### config.mk
export PLATFORM = sky130hd
export DESIGN_NAME = inst_queue_flat
export DESIGN_NICKNAME = d
export VERILOG_FILES = /design/src/rtl/inst_queue_if.sv /design/src/rtl/inst_queue.sv /design/src/flat_wrapper.sv
export SDC_FILE = /design/constraint.sdc
export NUM_CORES = 1
export LEC_CHECK = 0
export ABC_AREA = 1
export CAP_MARGIN = 20
export CORE_ASPECT_RATIO = 0.6
export CORE_UTILIZATION = 25
export CTS_BUF_LIST = sky130_fd_sc_hd__clkbuf_8
export DETAILED_ROUTE_END_ITERATION = 10
export MAX_ROUTING_LAYER = met4
export PLACE_DENSITY = 0.46
export SETUP_SLACK_MARGIN = 0.3
export SKIP_CTS_REPAIR_TIMING = 1
export SLEW_MARGIN = 5
export SYNTH_ARGS = -nofsm -noshare
export SYNTH_HDL_FRONTEND = slang
export SYNTH_SLANG_ARGS = --single-unit
### constraint.sdc
create_clock -name clk -period 4.9 [get_ports clk]
set_clock_uncertainty 0.05 [all_clocks]
set_input_delay 0.98 -clock clk [delete_from_list [all_inputs] [get_ports clk]]
set_output_delay 0.98 -clock clk [all_outputs]
set_load 0.01 [all_outputs]
### src/rtl/inst_queue_if.sv
// Handshake bundle between the fetch stage, the instruction queue and the decode stage.
// The queue takes the slave modport; the fetch/decode side (or a bench) drives the master side.
interface inst_queue_if #(
   parameter int unsigned ADDR_W = 32,
   parameter int unsigned INST_W = 32,
   parameter int unsigned DEPTH  = 4
);
   localparam int unsigned CNT_W = $clog2(DEPTH + 1);

   logic              push_valid;
   logic [ADDR_W-1:0] push_pc;
   logic [INST_W-1:0] push_inst;
   logic              push_ready;
   logic              pop_valid;
   logic [ADDR_W-1:0] pop_pc;
   logic [INST_W-1:0] pop_inst;
   logic              pop_ready;
   logic [CNT_W-1:0]  count;

   modport master (
      output push_valid, push_pc, push_inst, pop_ready,
      input  push_ready, pop_valid, pop_pc, pop_inst, count
   );

   modport slave (
      input  push_valid, push_pc, push_inst, pop_ready,
      output push_ready, pop_valid, pop_pc, pop_inst, count
   );
endinterface

### src/rtl/inst_queue.sv
// Circular instruction queue between IF and ID with flush on branch interception.
// Define INST_QUEUE_BYPASS_EN to let an entry pass straight through an empty queue.
module inst_queue #(
   parameter int unsigned ADDR_W = 32,
   parameter int unsigned INST_W = 32,
   parameter int unsigned DEPTH  = 4
) (
   input logic         clk,
   input logic         rst,
   input logic         flush,
   inst_queue_if.slave q
);
   localparam int unsigned PTR_W = $clog2(DEPTH);
   localparam int unsigned CNT_W = $clog2(DEPTH + 1);

   logic [PTR_W-1:0]  head_q, head_d;
   logic [PTR_W-1:0]  tail_q, tail_d;
   logic [CNT_W-1:0]  cnt_q, cnt_d;
   logic [ADDR_W-1:0] pc_mem_q   [DEPTH];
   logic [INST_W-1:0] inst_mem_q [DEPTH];

   logic              pop_valid_c;
   logic [ADDR_W-1:0] pop_pc_c;
   logic [INST_W-1:0] pop_inst_c;
   logic              bypass_c;
   logic              pop_fire_c;
   logic              push_ready_c;
   logic              push_fire_c;
   logic              pass_thru_c;
   logic              wr_en_c;
   logic              rd_en_c;
   logic              mem_we_c;

   function automatic logic [PTR_W-1:0] ptr_inc(input logic [PTR_W-1:0] p);
      return (p == PTR_W'(DEPTH - 1)) ? '0 : p + PTR_W'(1);
   endfunction

   // Head presentation; unstored slots are masked to a zero bubble
   always_comb begin
      pop_valid_c = (cnt_q != '0);
      pop_pc_c    = '0;
      pop_inst_c  = '0;
      bypass_c    = 1'b0;
      if (pop_valid_c) begin
         pop_pc_c   = pc_mem_q[head_q];
         pop_inst_c = inst_mem_q[head_q];
      end
`ifdef INST_QUEUE_BYPASS_EN
      if ((cnt_q == '0) && q.push_valid) begin
         bypass_c    = 1'b1;
         pop_valid_c = 1'b1;
         pop_pc_c    = q.push_pc;
         pop_inst_c  = q.push_inst;
      end
`endif
   end

   // A full queue still accepts when the head leaves in the same cycle
   always_comb begin
      pop_fire_c   = pop_valid_c & q.pop_ready;
      push_ready_c = (cnt_q < CNT_W'(DEPTH)) | pop_fire_c;
      push_fire_c  = q.push_valid & push_ready_c;
      pass_thru_c  = bypass_c & pop_fire_c;
      wr_en_c      = push_fire_c & ~pass_thru_c;
      rd_en_c      = pop_fire_c & ~pass_thru_c;
      mem_we_c     = wr_en_c & ~flush & rst;
   end

   // Pointer/occupancy next state; flush discards same-cycle push and pop
   always_comb begin
      head_d = head_q;
      tail_d = tail_q;
      cnt_d  = cnt_q;
      if (flush) begin
         head_d = '0;
         tail_d = '0;
         cnt_d  = '0;
      end else begin
         if (wr_en_c) tail_d = ptr_inc(tail_q);
         if (rd_en_c) head_d = ptr_inc(head_q);
         unique case ({wr_en_c, rd_en_c})
            2'b10:   cnt_d = cnt_q + CNT_W'(1);
            2'b01:   cnt_d = cnt_q - CNT_W'(1);
            default: cnt_d = cnt_q;
         endcase
      end
   end

   always_ff @(posedge clk) begin
      if (!rst) begin
         head_q <= '0;
         tail_q <= '0;
         cnt_q  <= '0;
      end else begin
         head_q <= head_d;
         tail_q <= tail_d;
         cnt_q  <= cnt_d;
      end
   end

   // Storage is never reset; reads are masked while empty
   always_ff @(posedge clk) begin
      if (mem_we_c) begin
         pc_mem_q[tail_q]   <= q.push_pc;
         inst_mem_q[tail_q] <= q.push_inst;
      end
   end

   assign q.push_ready = push_ready_c;
   assign q.pop_valid  = pop_valid_c;
   assign q.pop_pc     = pop_pc_c;
   assign q.pop_inst   = pop_inst_c;
   assign q.count      = cnt_q;
endmodule

### src/flat_wrapper.sv
// flat-port wrapper written by rule: the top's interface ports become plain ports
module inst_queue_flat 
#(
   parameter int unsigned ADDR_W = 32,
   parameter int unsigned INST_W = 32,
   parameter int unsigned DEPTH  = 4
)
  (clk, rst, flush, q_push_valid, q_push_pc, q_push_inst, q_pop_ready, q_push_ready, q_pop_valid, q_pop_pc, q_pop_inst, q_count);
  inst_queue_if #(.ADDR_W(ADDR_W), .INST_W(INST_W), .DEPTH(DEPTH)) q_i ();
  input logic clk;
  input logic rst;
  input logic flush;
  input wire logic [$bits(q_i.push_valid)-1:0] q_push_valid;
  input wire logic [$bits(q_i.push_pc)-1:0] q_push_pc;
  input wire logic [$bits(q_i.push_inst)-1:0] q_push_inst;
  input wire logic [$bits(q_i.pop_ready)-1:0] q_pop_ready;
  output wire logic [$bits(q_i.push_ready)-1:0] q_push_ready;
  output wire logic [$bits(q_i.pop_valid)-1:0] q_pop_valid;
  output wire logic [$bits(q_i.pop_pc)-1:0] q_pop_pc;
  output wire logic [$bits(q_i.pop_inst)-1:0] q_pop_inst;
  output wire logic [$bits(q_i.count)-1:0] q_count;
  assign q_i.push_valid = q_push_valid;
  assign q_i.push_pc = q_push_pc;
  assign q_i.push_inst = q_push_inst;
  assign q_i.pop_ready = q_pop_ready;
  assign q_push_ready = q_i.push_ready;
  assign q_pop_valid = q_i.pop_valid;
  assign q_pop_pc = q_i.pop_pc;
  assign q_pop_inst = q_i.pop_inst;
  assign q_count = q_i.count;
  inst_queue #(.ADDR_W(ADDR_W), .INST_W(INST_W), .DEPTH(DEPTH)) u_core (.clk(clk), .rst(rst), .flush(flush), .q(q_i));
endmodule
==> flow_metrics.tcl <==
set metrics [dict create \
    status "completed" \
    holdCritPathClass "reg -> reg" \
    die_h_um 161 \
    num_antenna_cells 0 \
    yosys.area.top_type "edfxtp_1" \
    avgSynthCellArea_um2 11.9 \
    yosysWarningCount 0 \
    grt_max_degree 86 \
    synth_area_leaders "edfxtp_1 73%, nand2_1 9.5%, nor2_1 5.1%" \
    routed_wl_um 27300 \
    cts.clk_slew.worst_paths_ns 0.07 \
    clk_latency_ns 0.56 \
    cts_sinks 265 \
    grt.total_usage 0.130 \
    cp-start-kind "flop" \
    slew_violations 0 \
    cts_buffers 43 \
    layout_setup_ws_ns 0.762 \
    layout-drive-gt1-share 0.0694 \
    syn_area_mm2 0.0106 \
    syn_nets 967 \
    endpoint_kind "primary output" \
    cp_num_buf_inv 2 \
    setup_tns_ns 0 \
    power_density_mw_per_mm2 349 \
    finalSetupViolations 0 \
    drtAntennaViolNets 0 \
    clock_path_buffers 3 \
    synth.distinct_cells 18 \
    drc_errors 0 \
    tightestPinTransition_ns 0.991 \
    grt_antenna_before_repair 0 \
    timing.rr.end "u_core.inst_mem_q[3][3]" \
    path_cells "buf_4 > nor2_1 > nor2_1 > o21ai_0 > a21oi_1 > clkdlybuf4s50_1" \
    fmax_mhz 242 \
    cp.depth 6 \
    max-slew-margin-rel 0.339 \
    rsz0062_at_grt "false" \
    min_period_over_period 0.844 \
    crit_type "reg -> out" \
    min_path_cells 2 \
    slowest_delay_ns 0.80 \
    regToRegSetupSlack_ns 2.61 \
    crit_fanout 58 \
    htreeDepth 2 \
    num_io_pins 138 \
    timing.critical_path.mode_cell "nor2_1" \
    clockPowerShare 0.369 \
    hold_path.startpoint "u_core.head_q[1]" \
    via_count 6731 \
    critPathArrivalTime_ns 3.11 \
    start_util 0.257 \
    die_w_um 267 \
    crit_required_ns 3.87 \
    whs_endpoint "u_core.head_q[1]" \
    gp_congestion 0.712 \
    synth_top_area_share 0.727 \
    place_worst_setup_slack_ns 1.28 \
    synthCells 891 \
    finalCriticalPeriod_ns 4.14 \
    hold_violations 0 \
    wl_per_cell_um 16.8 \
    drt_iter0_drc 446 \
    switching_share 0.242 \
    gr-total-overflow 0 \
    r2r-start "u_core.q.count[2]" \
    first_pass_iters 4 \
    core-area_mm2 0.0411 \
    peakVddDrop_mv 0.178 \
    cts_tree "yes" \
    nNetsFinal 1116 \
    cpMaxStageDelayCell "dfxtp_4" \
    die_area_mm2 0.0431 \
    seq_area_frac_synth 0.744 \
    ff2ff_path_depth 6 \
    finalPower_mw 4.64 \
    port_buffers 137 \
    grt_pass1_wl_um 41200 \
    p_leak_nw 4.75 \
    vias_per_cell 4.14 \
    p_int_mw 3.52 \
    crit_family "buffers and inverters" \
    root_buffer "clkbuf_8" \
    rows 57 \
    grt_pass1_vias 6624 \
    hpwl_um 15600 \
    power_switching_mw 1.12 \
    combPwrFrac 0.086 \
    seq_power_share 0.544 \
    cap_violations 0 \
    syn2layout_area_growth_pct 25.7 \
    yosys_register_bits 265 \
]
==> flip-flops by register name (all words and copies together) (netlist names), named ones only <==
| register | flops |
|---|---|
| u_core.inst_mem_q | 128 |
| u_core.head_q | 2 |
| u_core.pc_mem_q | 128 |
| u_core.tail_q | 2 |
| u_core.q.count | 3 |
==> per-stage QoR <==
stage | instances | util | hold slack [ns] | cell area [um^2]
finish | 1627 | 0.323 | 0.480 | 13300
global route | 1627 | 0.323 | 0.530 | 13300
CTS | 1627 | 0.323 | 0.486 | 13300
detailed placement | 1555 | 0.306 | 0.476 | 12600
global placement | 1555 | 0.306 | 0.472 | 12600
floorplan | 891 | - | 0.433 | 10600
==> Yosys cell counts <==
library cell  instances
nand2_1             268
fa_1                  1
nand4_1               1
inv_2                 2
buf_2                18
buf_4                15
o21ai_1               4
o21ai_0              64
buf_6                 4
inv_1                19
nor2_1              144
ha_1                  6
nand3_1               1
dfxtp_1               9
edfxtp_1            256
clkbuf_1             11
nand3b_1              1
a21oi_1              67
==> layer usage <==
| layer | vias to the layer above | GRT usage | routed length [um] |
|---|---|---|---|
| li1 | 3334 | - | - |
| met1 | 3190 | 0.194 | 14400 |
| met2 | 161 | 0.179 | 11200 |
| met3 | 46 | 0.0268 | 1310 |
| met4 | 0 | 0.0319 | 450 |
| met5 | - | - | 0 |
==> layout by cell type, fill, tap and decap left out, drive strengths merged <==
cell type | synthesis | final
o21ai | 68 | 68
dfxtp | 9 | 9
clkbuf | 11 | 44
nand2 | 268 | 268
nand3b | 1 | 1
inv | 21 | 32
clkdlybuf4s50 | 0 | 137
buf | 37 | 15
clkinvlp | 0 | 1
a21oi | 67 | 67
nand3 | 1 | 1
nand4 | 1 | 1
clkinv | 0 | 16
fa | 1 | 1
nor2 | 144 | 144
edfxtp | 256 | 256
ha | 6 | 6
==> power by group through the flow <==
stage / Clock [mW] / Combinational [mW] / Sequential [mW]
after floorplan: 0 / 0.170 / 2.57
after global placement: 0 / 0.409 / 2.57
after detailed placement: 0 / 0.407 / 2.57
after CTS: 1.78 / 0.410 / 2.53
after global routing: 1.87 / 0.439 / 2.53
final: 1.71 / 0.400 / 2.53
==> worst max-delay path by stage <==
| stage | end | slack [ns] |
|---|---|---|
| detailed placement | u_core.pc_mem_q[3][11] | 1.28 |
| global route | q_pop_pc[9] | 0.48 |
| finish | q_pop_pc[9] | 0.76 |
| global placement | u_core.pc_mem_q[3][11] | 1.24 |
| CTS | q_pop_pc[27] | 0.67 |
| floorplan | u_core.inst_mem_q[0][0] | 0.27 |
==> tightest hold or removal path, stage by stage, from the launching register on <==
cell     delay, ns
dfxtp_1       0.31
a21oi_1       0.11
nor2_1        0.07
==> cells by family after synthesis <==
logic type,Yosys count,synth area share
AND/OR/NAND/NOR,415,0.148
flip-flops,265,0.744
AO/OA/AOI/OAI,135,0.0639
buffers and inverters,69,0.0348
adder cells (fa/ha/maj),7,0.00900
==> area by class of cell <==
type,count,area (um^2)
fillers,4160,27800
clock inverters,28,124
inverters,21,83.8
multi-input cells,557,2370
flip-flops and latches,265,7870
well taps,560,701
clock buffers,44,606
repair buffers,152,1530
Power figures use the tool's default switching activity.
